File: config.mk
export PLATFORM = sky130hd
export DESIGN_NAME = term_writer
export DESIGN_NICKNAME = d
export VERILOG_FILES = /design/src/rtl/term_pkg.sv /design/src/rtl/term_writer.sv
export SDC_FILE = /design/constraint.sdc
export NUM_CORES = 1
export LEC_CHECK = 0
export ABC_AREA = 1
export BUFFER_PORTS_ARGS = -buffer_cell sky130_fd_sc_hd__buf_4
export CORE_MARGIN = 1
export CORE_UTILIZATION = 65
export CTS_BUF_LIST = sky130_fd_sc_hd__clkbuf_2
export CTS_CLUSTER_SIZE = 25
export DETAILED_ROUTE_END_ITERATION = 10
export GPL_TIMING_DRIVEN = 1
export PLACE_DENSITY = 0.88
export SLEW_MARGIN = 40
export SYNTH_ARGS = -nofsm -noshare
export SYNTH_HDL_FRONTEND = slang
export SYNTH_SLANG_ARGS = --single-unit
File: constraint.sdc
create_clock -name i_clk -period 4.4 [get_ports i_clk]
set_clock_uncertainty 0.1 [all_clocks]
set_input_delay 0.88 -clock i_clk [delete_from_list [all_inputs] [get_ports i_clk]]
set_output_delay 0.88 -clock i_clk [all_outputs]
set_load 0.01 [all_outputs]
File: src/rtl/term_pkg.sv
// rtl/term_pkg.sv - shared defaults, control codes, states and row mapping for term_writer
package term_pkg;

  localparam int DEF_COLS = 64;
  localparam int DEF_ROWS = 30;

  localparam logic [7:0] CH_BS    = 8'h08;
  localparam logic [7:0] CH_LF    = 8'h0A;
  localparam logic [7:0] CH_FF    = 8'h0C;
  localparam logic [7:0] CH_CR    = 8'h0D;
  localparam logic [7:0] CH_SPACE = 8'h20;

  typedef enum logic [1:0] {
    CLR_ALL  = 2'd0,
    IDLE     = 2'd1,
    PUT      = 2'd2,
    CLR_LINE = 2'd3
  } state_t;

  // Both operands are below rows, so one conditional subtract is a full modulo.
  function automatic logic [4:0] row_map(input logic [4:0] row, input logic [4:0] scroll,
                                         input logic [5:0] rows);
    logic [5:0] sum;
    sum = {1'b0, row} + {1'b0, scroll};
    if (sum >= rows) sum = sum - rows;
    return sum[4:0];
  endfunction

endpackage

File: src/rtl/term_writer.sv
// rtl/term_writer.sv - byte stream to character RAM writer with cursor, scrolling and screen clears
module term_writer
  import term_pkg::*;
#(
  parameter int COLS = DEF_COLS,
  parameter int ROWS = DEF_ROWS
) (
  input  logic        i_clk,
  input  logic        i_rstn,
  input  logic [7:0]  i_data,
  input  logic        i_valid,
  output logic        o_ready,
  output logic [5:0]  o_wr_cell_x,
  output logic [4:0]  o_wr_cell_y,
  output logic [10:0] o_ram_addr,
  output logic [7:0]  o_ram_data,
  output logic        o_ram_we,
  output logic [4:0]  o_scroll
);

  localparam logic [5:0] LAST_COL = 6'(COLS - 1);
  localparam logic [4:0] LAST_ROW = 5'(ROWS - 1);
  localparam logic [5:0] ROWS_W   = 6'(ROWS);

  state_t      state_q, state_d;
  logic [5:0]  x_q, x_d;
  logic [4:0]  y_q, y_d;
  logic [4:0]  scroll_q, scroll_d;
  logic [10:0] clr_cnt_q, clr_cnt_d;
  logic [10:0] wr_addr_q, wr_addr_d;
  logic [7:0]  wr_data_q, wr_data_d;
  logic        clr_after_q, clr_after_d;
  logic        started_q, started_d;
  logic        printable;
  logic        do_lf;

  assign printable   = (i_data >= 8'h20) && (i_data <= 8'h7E);
  assign o_wr_cell_x = x_q;
  assign o_wr_cell_y = y_q;
  assign o_scroll    = scroll_q;

  always_ff @(posedge i_clk or negedge i_rstn) begin
    if (!i_rstn) begin
      state_q     <= CLR_ALL;
      x_q         <= '0;
      y_q         <= '0;
      scroll_q    <= '0;
      clr_cnt_q   <= '0;
      wr_addr_q   <= '0;
      wr_data_q   <= '0;
      clr_after_q <= 1'b0;
      started_q   <= 1'b0;
    end else begin
      state_q     <= state_d;
      x_q         <= x_d;
      y_q         <= y_d;
      scroll_q    <= scroll_d;
      clr_cnt_q   <= clr_cnt_d;
      wr_addr_q   <= wr_addr_d;
      wr_data_q   <= wr_data_d;
      clr_after_q <= clr_after_d;
      started_q   <= started_d;
    end
  end

  always_comb begin
    state_d     = state_q;
    x_d         = x_q;
    y_d         = y_q;
    scroll_d    = scroll_q;
    clr_cnt_d   = clr_cnt_q;
    wr_addr_d   = wr_addr_q;
    wr_data_d   = wr_data_q;
    clr_after_d = clr_after_q;
    started_d   = 1'b1;
    do_lf       = 1'b0;
    o_ready     = 1'b0;
    o_ram_we    = 1'b0;
    o_ram_addr  = '0;
    o_ram_data  = CH_SPACE;

    case (state_q)
      // The first cycle after reset release is idle so no write overlaps reset.
      CLR_ALL: begin
        if (started_q) begin
          o_ram_we   = 1'b1;
          o_ram_addr = clr_cnt_q;
          if (clr_cnt_q[5:0] == LAST_COL) begin
            clr_cnt_d[5:0] = '0;
            if (clr_cnt_q[10:6] == LAST_ROW) begin
              clr_cnt_d = '0;
              state_d   = IDLE;
            end else begin
              clr_cnt_d[10:6] = clr_cnt_q[10:6] + 5'd1;
            end
          end else begin
            clr_cnt_d[5:0] = clr_cnt_q[5:0] + 6'd1;
          end
        end
      end

      IDLE: begin
        o_ready = 1'b1;
        if (i_valid) begin
          if (printable) begin
            wr_addr_d = {row_map(y_q, scroll_q, ROWS_W), x_q};
            wr_data_d = i_data;
            state_d   = PUT;
            if (x_q != LAST_COL) begin
              x_d = x_q + 6'd1;
            end else begin
              x_d   = '0;
              do_lf = 1'b1;
            end
          end else begin
            case (i_data)
              CH_CR: x_d = '0;
              CH_LF: do_lf = 1'b1;
              CH_BS: if (x_q != '0) x_d = x_q - 6'd1;
              CH_FF: begin
                x_d       = '0;
                y_d       = '0;
                scroll_d  = '0;
                clr_cnt_d = '0;
                state_d   = CLR_ALL;
              end
              default: ;
            endcase
          end

          if (do_lf) begin
            if (y_q != LAST_ROW) begin
              y_d = y_q + 5'd1;
            end else begin
              scroll_d  = (scroll_q == LAST_ROW) ? 5'd0 : scroll_q + 5'd1;
              clr_cnt_d = '0;
              // A wrapping printable byte must still land before the bottom row is blanked.
              if (printable) clr_after_d = 1'b1;
              else           state_d     = CLR_LINE;
            end
          end
        end
      end

      PUT: begin
        o_ram_we    = 1'b1;
        o_ram_addr  = wr_addr_q;
        o_ram_data  = wr_data_q;
        clr_after_d = 1'b0;
        state_d     = clr_after_q ? CLR_LINE : IDLE;
      end

      CLR_LINE: begin
        o_ram_we   = 1'b1;
        o_ram_addr = {row_map(LAST_ROW, scroll_q, ROWS_W), clr_cnt_q[5:0]};
        if (clr_cnt_q[5:0] == LAST_COL) begin
          clr_cnt_d = '0;
          state_d   = IDLE;
        end else begin
          clr_cnt_d[5:0] = clr_cnt_q[5:0] + 6'd1;
        end
      end

      default: state_d = CLR_ALL;
    endcase
  end

endmodule
==> impl_metrics.py, run 1 <==
metrics = {
    "placement": {
        "dp_hpwl_um": 6940,
        "port_buffers": 47,
        "gp_congestion": 0.863,
    },
    "run": {
        "drv_cap": 0,
    },
    "layout": {
        "layout_common_cells": "nand2_1, inv_1, nand3_1",
        "drive_gt1_share_pct": 14.3,
        "finish.net_count": 643,
        "antenna_cells": 0,
        "final_common_cell": "nand2_1",
        "multi_input_area_um2": 2240,
        "seqCellArea_um2": 1250,
        "area.growth.synth_to_final_pct": 11.2,
        "fillers": 433,
    },
    "clocking": {
        "cts_resized": 0,
        "cts_root_buf": "clkbuf_2",
        "cts-buffers-inserted": 5,
        "clockBufferDepth": 2,
        "cts-htree-levels": 2,
        "clkSlewWorstSetupHoldPaths_ns": 0.24,
        "cts_tree": "built",
        "cts_hold_buf": 0,
        "cts_sinks": 50,
        "post_cts_buffers": 0,
        "clkLatencyLatePin_ns": 0.43,
    },
    "floorplan": {
        "ios": 48,
        "row_count": 27,
        "dieHeight_um": 79.4,
        "die-width_um": 79.4,
        "dieArea_um2": 6310,
        "start_util_pct": 69.0,
        "core_um2": 5640,
    },
    "power": {
        "seqPwrFrac_pct": 56.4,
        "p_total_w": 0.000911,
        "p_leak_nw": 2.39,
        "p_per_area_nw_per_um2": 210,
        "p_switching_w": 0.000271,
        "irDropWorstVdd_uv": 147,
        "p_comb_share_pct": 18.0,
        "p_sw_share_pct": 29.8,
        "p_clk_share_pct": 25.6,
        "p_int_w": 0.000640,
    },
    "synth": {
        "ys_types": 41,
        "synth_area_per_cell_um2": 6.86,
        "yosysSeqAreaShare_pct": 32.1,
        "synth_top_cell_by_area": "dfrtp_1",
        "syn_inst": 568,
        "yosys_warnings": 0,
        "synth_nets": 601,
        "yosys_register_bits": 50,
        "synth_area_um2": 3890,
        "ys_top_cells_by_area": "dfrtp_1, nand2_1, nand3_1",
        "yosysTopAreaCellShare_pct": 32.1,
    },
    "sta": {
        "fin_tns_setup_ns": 0,
        "fin_crit_sh_pct": 75.6,
        "setup_viol": 0,
        "rsz0062_at_grt": "false",
        "min_period_ns": 3.32,
        "worst_pin_slew_ns": 0.724,
        "max_freq_mhz": 301,
        "slew_violations": 0,
        "slew_headroom_pct": 51.8,
        "hold_viol": 0,
        "whs_ns": 0.341,
    },
    "grt": {
        "grt_max_degree": 51,
        "grt_use_total_pct": 31.3,
        "overflow": 0,
        "grt_pass1_vias": 3498,
        "antenna_found_initial": 0,
        "grt_pass1_wl_um": 15500,
    },
    "detailed_routing": {
        "via_count": 3814,
        "drt-vias-per-instance": 5.59,
        "drc": 0,
        "wl_per_cell_um": 13.3,
        "drtIter0Drc": 229,
        "ant_nets": 0,
        "routed_wirelength_um": 9100,
        "drtPass1Iterations": 5,
    },
    "critical_path": {
        "cp-start-kind": "flip-flop",
        "setup.worst_path.end_class": "output port",
        "path_buf_inv": 4,
        "path_max_fanout": 22,
        "crit_family": "adder cells",
        "cp_common_cell": "inv_1",
        "crit_required_ns": 3.42,
        "slowest_stage": "ha_1",
        "cpPeakStageDelay_ns": 0.64,
        "worstPathArrival_ns": 2.34,
        "crit_chain": "inv_1 -> ha_1 -> inv_1 -> o22ai_1 -> inv_1 -> a21oi_1 -> buf_4",
        "path_class": "flip-flop to output port",
    },
    "outcome": {
        "status": "completed",
    },
    "worst_hold_path": {
        "hold_class": "input pin to asynchronous set/reset pin",
    },
}
==> power groups by stage <==
stage                     Sequential, W  Clock [W]  Combinational, W
after floorplan                0.000512          0          0.000102
after global placement         0.000520          0          0.000156
after detailed placement       0.000519          0          0.000165
after CTS                      0.000513   0.000236          0.000164
after global routing           0.000519   0.000253          0.000188
final                          0.000514   0.000233          0.000164
==> synthesized netlist by cell type (all sizes together) <==
cell type,n
a31oi,2
conb,1
clkbuf,4
a21boi,1
nand3b,3
buf,8
ha,21
nand2,186
or2,1
xor2,7
xnor2,4
o21bai,2
nor2,37
o211ai,1
inv,89
a21oi,16
o22ai,3
fa,1
dfrtp,50
nand3,67
nor3,6
o31ai,3
o21ai,47
nand4,7
a221oi,1
==> flip-flops by register name (all words and copies together) (netlist names) <==
register	flops
o_scroll	5
wr_data_q	8
clr_after_q	1
o_wr_cell_y	5
wr_addr_q	11
started_q	1
state_q	2
clr_cnt_q	11
o_wr_cell_x	6
==> per-layer routing <==
metal	wire (um)	global-route usage (%)	part of all wire, %
met3	481	3.31	5.3
met1	4200	42.2	46
met4	120	7.64	1.3
met2	4300	54.1	47
met5	0	0	0
==> cells by family (layout without fill, tap and decap cells) <==
family	Yosys count	in the layout	synth area share (%)
AOI/OAI and AO/OA	76	76	11.0
other	1	1	0.0963
adders and majority gates	22	22	7.26
DFF	50	50	32.1
and+or+nand+nor	307	307	36.8
xor gates and xnor gates	11	11	2.47
buffers and inverters	101	143	10.3
==> through the flow <==
step	utilization [%]	setup WS [ns]	instance area [um2]	std cells
after global routing	76.8	0.880	4330	682
after CTS	76.8	1.07	4330	682
after floorplan	-	1.91	3890	568
final	76.8	1.08	4330	682
after detailed placement	75.7	1.62	4270	675
after global placement	75.7	1.65	4270	675
==> layout make-up <==
| class | count | area share (%) |
|---|---|---|
| Clock buffer | 5 | 0.578 |
| Clock inverter | 2 | 0.780 |
| Tap cell | 72 | 2.08 |
| Multi-Input combinational cell | 417 | 51.8 |
| Timing Repair Buffer | 47 | 8.15 |
| Inverter | 89 | 7.71 |
| Sequential cell | 50 | 28.9 |
==> worst register-to-register path, stage by stage (launching register included) <==
cell and delay (ns):
dfrtp_1 0.48, inv_1 0.10, ha_1 0.59, nand2_2 0.37
nor2_4 0.32, inv_2 0.25, a21oi_1 0.23, a21boi_1 0.09
==> worst paths after layout <==
kind / start / endpoint / slack, ns / cells past startpoint
worst max-delay path: state_q[0]$_DFFE_PN0P_ / o_ram_addr[7] / 1.08 / 7
worst min-delay path: i_rstn / wr_addr_q[9]$_DFFE_PN0P_ / 0.34 / 1
worst max register to register: state_q[1]$_DFFE_PN0P_ / wr_addr_q[7]$_DFFE_PN0P_ / 1.79 / 7
worst min register to register: wr_data_q[7]$_DFFE_PN0P_ / wr_data_q[7]$_DFFE_PN0P_ / 0.40 / 2
max in group asynchronous: i_rstn / state_q[1]$_DFFE_PN0P_ / 3.44 / 1
min in group i_clk: wr_data_q[7]$_DFFE_PN0P_ / wr_data_q[7]$_DFFE_PN0P_ / 0.40 / 2
Power figures use the tool's default switching activity.
==> run 2: changes to the inputs <==
--- a/config.mk
+++ b/config.mk
@@ -5,15 +5,15 @@
 export SDC_FILE = /design/constraint.sdc
 export NUM_CORES = 1
 export LEC_CHECK = 0
-export ABC_AREA = 1
+export ABC_AREA = 0
 export BUFFER_PORTS_ARGS = -buffer_cell sky130_fd_sc_hd__buf_4
 export CORE_MARGIN = 1
-export CORE_UTILIZATION = 65
+export CORE_UTILIZATION = 60
 export CTS_BUF_LIST = sky130_fd_sc_hd__clkbuf_2
 export CTS_CLUSTER_SIZE = 25
 export DETAILED_ROUTE_END_ITERATION = 10
 export GPL_TIMING_DRIVEN = 1
-export PLACE_DENSITY = 0.88
+export PLACE_DENSITY = 0.83
 export SLEW_MARGIN = 40
 export SYNTH_ARGS = -nofsm -noshare
 export SYNTH_HDL_FRONTEND = slang
==> constraint.sdc (replaced) <==
create_clock -name i_clk -period 3.1 [get_ports i_clk]
set_clock_uncertainty 0.1 [all_clocks]
set_input_delay 0.62 -clock i_clk [delete_from_list [all_inputs] [get_ports i_clk]]
set_output_delay 0.62 -clock i_clk [all_outputs]
set_load 0.01 [all_outputs]
==> impl_metrics.py, run 2 <==
metrics = {
    "outcome": {
        "status": "completed",
    },
    "detailed_routing": {
        "drt-vias-per-instance": 6.18,
        "via_count": 2992,
        "ant_nets": 0,
        "drtIter0Drc": 183,
        "drtPass1Iterations": 4,
        "drc": 0,
        "wl_per_cell_um": 16.8,
        "routed_wirelength_um": 8140,
    },
    "sta": {
        "fin_tns_setup_ns": 0,
        "timing.final.ws_setup_ns": 0.0244,
        "setup_viol": 0,
        "fin_crit_sh_pct": 99.2,
        "rsz0062_at_grt": "true",
        "hold_viol": 0,
        "slew_headroom_pct": 57.1,
        "min_period_ns": 3.08,
        "worst_pin_slew_ns": 0.644,
        "slew_violations": 0,
        "max_freq_mhz": 325,
    },
    "critical_path": {
        "path_max_fanout": 7,
        "worstPathArrival_ns": 2.36,
        "path_class": "flip-flop to output port",
        "cp-start-kind": "flip-flop",
        "crit_required_ns": 2.38,
        "setup.worst_path.end_class": "output port",
    },
    "floorplan": {
        "row_count": 26,
        "start_util_pct": 64.3,
        "ios": 48,
        "dieArea_um2": 5910,
        "core_um2": 5240,
        "die-width_um": 76.9,
        "dieHeight_um": 76.9,
    },
    "synth": {
        "ys_types": 66,
        "yosys_warnings": 0,
        "yosysTopAreaCellShare_pct": 37.2,
        "synth_area_um2": 3370,
        "synth_area_per_cell_um2": 9.32,
        "yosysSeqAreaShare_pct": 37.2,
        "syn_inst": 361,
        "synth_nets": 394,
        "synth_ff_type": "dfrtp_1",
        "synthTopCellsByCount": "dfrtp_1, nor2_1, nand2_1",
        "ys_async_sr_fraction_pct": 100,
        "synth_edf_count": 0,
        "ys_top_cells_by_area": "dfrtp_1, ha_1, mux2_2",
        "yosysMostFrequentCell": "dfrtp_1",
        "yosys_register_bits": 50,
        "synth_top_cell_by_area": "dfrtp_1",
    },
    "placement": {
        "gp_congestion": 0.841,
        "dp_hpwl_um": 5870,
        "port_buffers": 47,
        "dp_slack_ns": 0.319,
    },
    "power": {
        "p_leak_nw": 1.80,
        "p_per_area_nw_per_um2": 319,
        "p_clk_share_pct": 21.1,
        "p_sw_share_pct": 30.4,
        "p_int_w": 0.000869,
        "p_total_w": 0.00125,
        "seqPwrFrac_pct": 60.2,
        "irDropWorstVdd_uv": 179,
        "p_switching_w": 0.000380,
        "p_comb_share_pct": 18.7,
    },
    "clocking": {
        "clockBufferDepth": 2,
        "cts-buffers-inserted": 5,
        "cts_tree": "built",
        "clkLatencyLatePin_ns": 0.42,
        "clkSlewWorstSetupHoldPaths_ns": 0.24,
        "cts_root_buf": "clkbuf_2",
        "cts_sinks": 50,
        "cts-htree-levels": 2,
    },
    "run": {
        "drv_cap": 0,
    },
    "layout": {
        "finish.net_count": 446,
        "layout_common_cells": "buf_4, dfrtp_1, nor2_1",
        "top_regs": "clr_cnt_q x11, wr_addr_q x11, wr_data_q x8",
        "drive_gt1_share_pct": 25.6,
        "fillers": 384,
        "antenna_cells": 0,
        "area.growth.synth_to_final_pct": 16.3,
        "final_common_cell": "buf_4",
    },
    "grt": {
        "grt_use_total_pct": 29.3,
        "overflow": 0,
        "grt_max_degree": 51,
        "antenna_found_initial": 0,
        "grt_pass1_vias": 3020,
        "grt_pass1_wl_um": 14000,
    },
    "worst_hold_path": {
        "hold_class": "input pin to asynchronous set/reset pin",
    },
}
run 2: stage by stage:
step                      utilization [%]  std cells  hold slack, ns  cell area, um2
after floorplan                         -        361           0.224            3370
after global placement               72.5        472           0.358            3800
after detailed placement             72.5        472           0.371            3800
after CTS                            74.1        482          0.0876            3880
after global routing                 74.7        484          0.0976            3920
final                                74.7        484          0.0694            3920
run 2: worst max-delay path: stages (launching register included):
cell	delay, ns
dfrtp_1	0.45
buf_4	0.18
ha_4	0.18
xnor2_1	0.13
ha_1	0.29
mux2_2	0.26
a222oi_1	0.21
nor2_1	0.08
buf_4	0.15
run 2: final cells by class:
cell class,instances,area (um2),share of cell area [%]
tap,70,87.6,2.24
clock inverter,2,8.76,0.224
timing repair buffer,56,424,10.8
sequential,50,1250,32.0
clock buffer,6,30.0,0.767
multi-input combinational,283,2050,52.3
inverter,17,63.8,1.63
run 2: routing by layer:
| metal | routed length (um) | share of wire (%) | global-route usage [%] |
|---|---|---|---|
| met5 | 0 | 0 | 0 |
| met4 | 59 | 0.72 | 9.81 |
| met3 | 385 | 4.7 | 3.57 |
| met2 | 4030 | 49 | 48.8 |
| met1 | 3670 | 45 | 39.3 |
run 2: power by group through the flow:
stage / combinational [W] / sequential, W / clock, W
CTS: 0.000235 / 0.000750 / 0.000267
detailed placement: 0.000235 / 0.000762 / 0
global route: 0.000267 / 0.000759 / 0.000289
floorplan: 0.000150 / 0.000744 / 0
finish: 0.000234 / 0.000752 / 0.000263
global placement: 0.000230 / 0.000760 / 0
run 2: logic make-up (layout without fill, tap and decap cells):
logic type,Yosys count,in the layout,share of synthesized area (%)
flip-flops,50,50,37.2
other,1,1,0.111
adder cells (fa/ha/maj),22,22,8.40
AO/OA/AOI/OAI,104,104,22.8
buffers and inverters,28,81,3.23
AND/OR/NAND/NOR,132,132,20.8
multiplexers,17,17,5.65
XOR/XNOR,7,7,1.82
run 2: path summary, 6_finish.rpt:
path,from,to,slack [ns],cells after the start
max,o_scroll[1]$_DFFE_PN0P_,o_ram_addr[8],0.02,8
max reg2reg,o_scroll[0]$_DFFE_PN0P_,wr_addr_q[9]$_DFFE_PN0P_,0.38,10
max in group asynchronous,i_rstn,o_scroll[2]$_DFFE_PN0P_,2.39,1
min in group i_clk,i_data[4],wr_data_q[4]$_DFFE_PN0P_,0.36,2
min,i_rstn,clr_cnt_q[7]$_DFFE_PN0P_,0.07,1
min reg2reg,wr_data_q[1]$_DFFE_PN0P_,wr_data_q[1]$_DFFE_PN0P_,0.43,2
run 2: repair_timing:
| action | 4_1_cts | 5_1_grt |
|---|---|---|
| gates cloned | 0 | 0 |
| endpoints found under the setup margin | 3 | 10 |
| gates resized for setup | 6 | 7 |
| setup buffers | 2 | 2 |
| hold buffers | 0 | 0 |
| pin swaps | 2 | 4 |
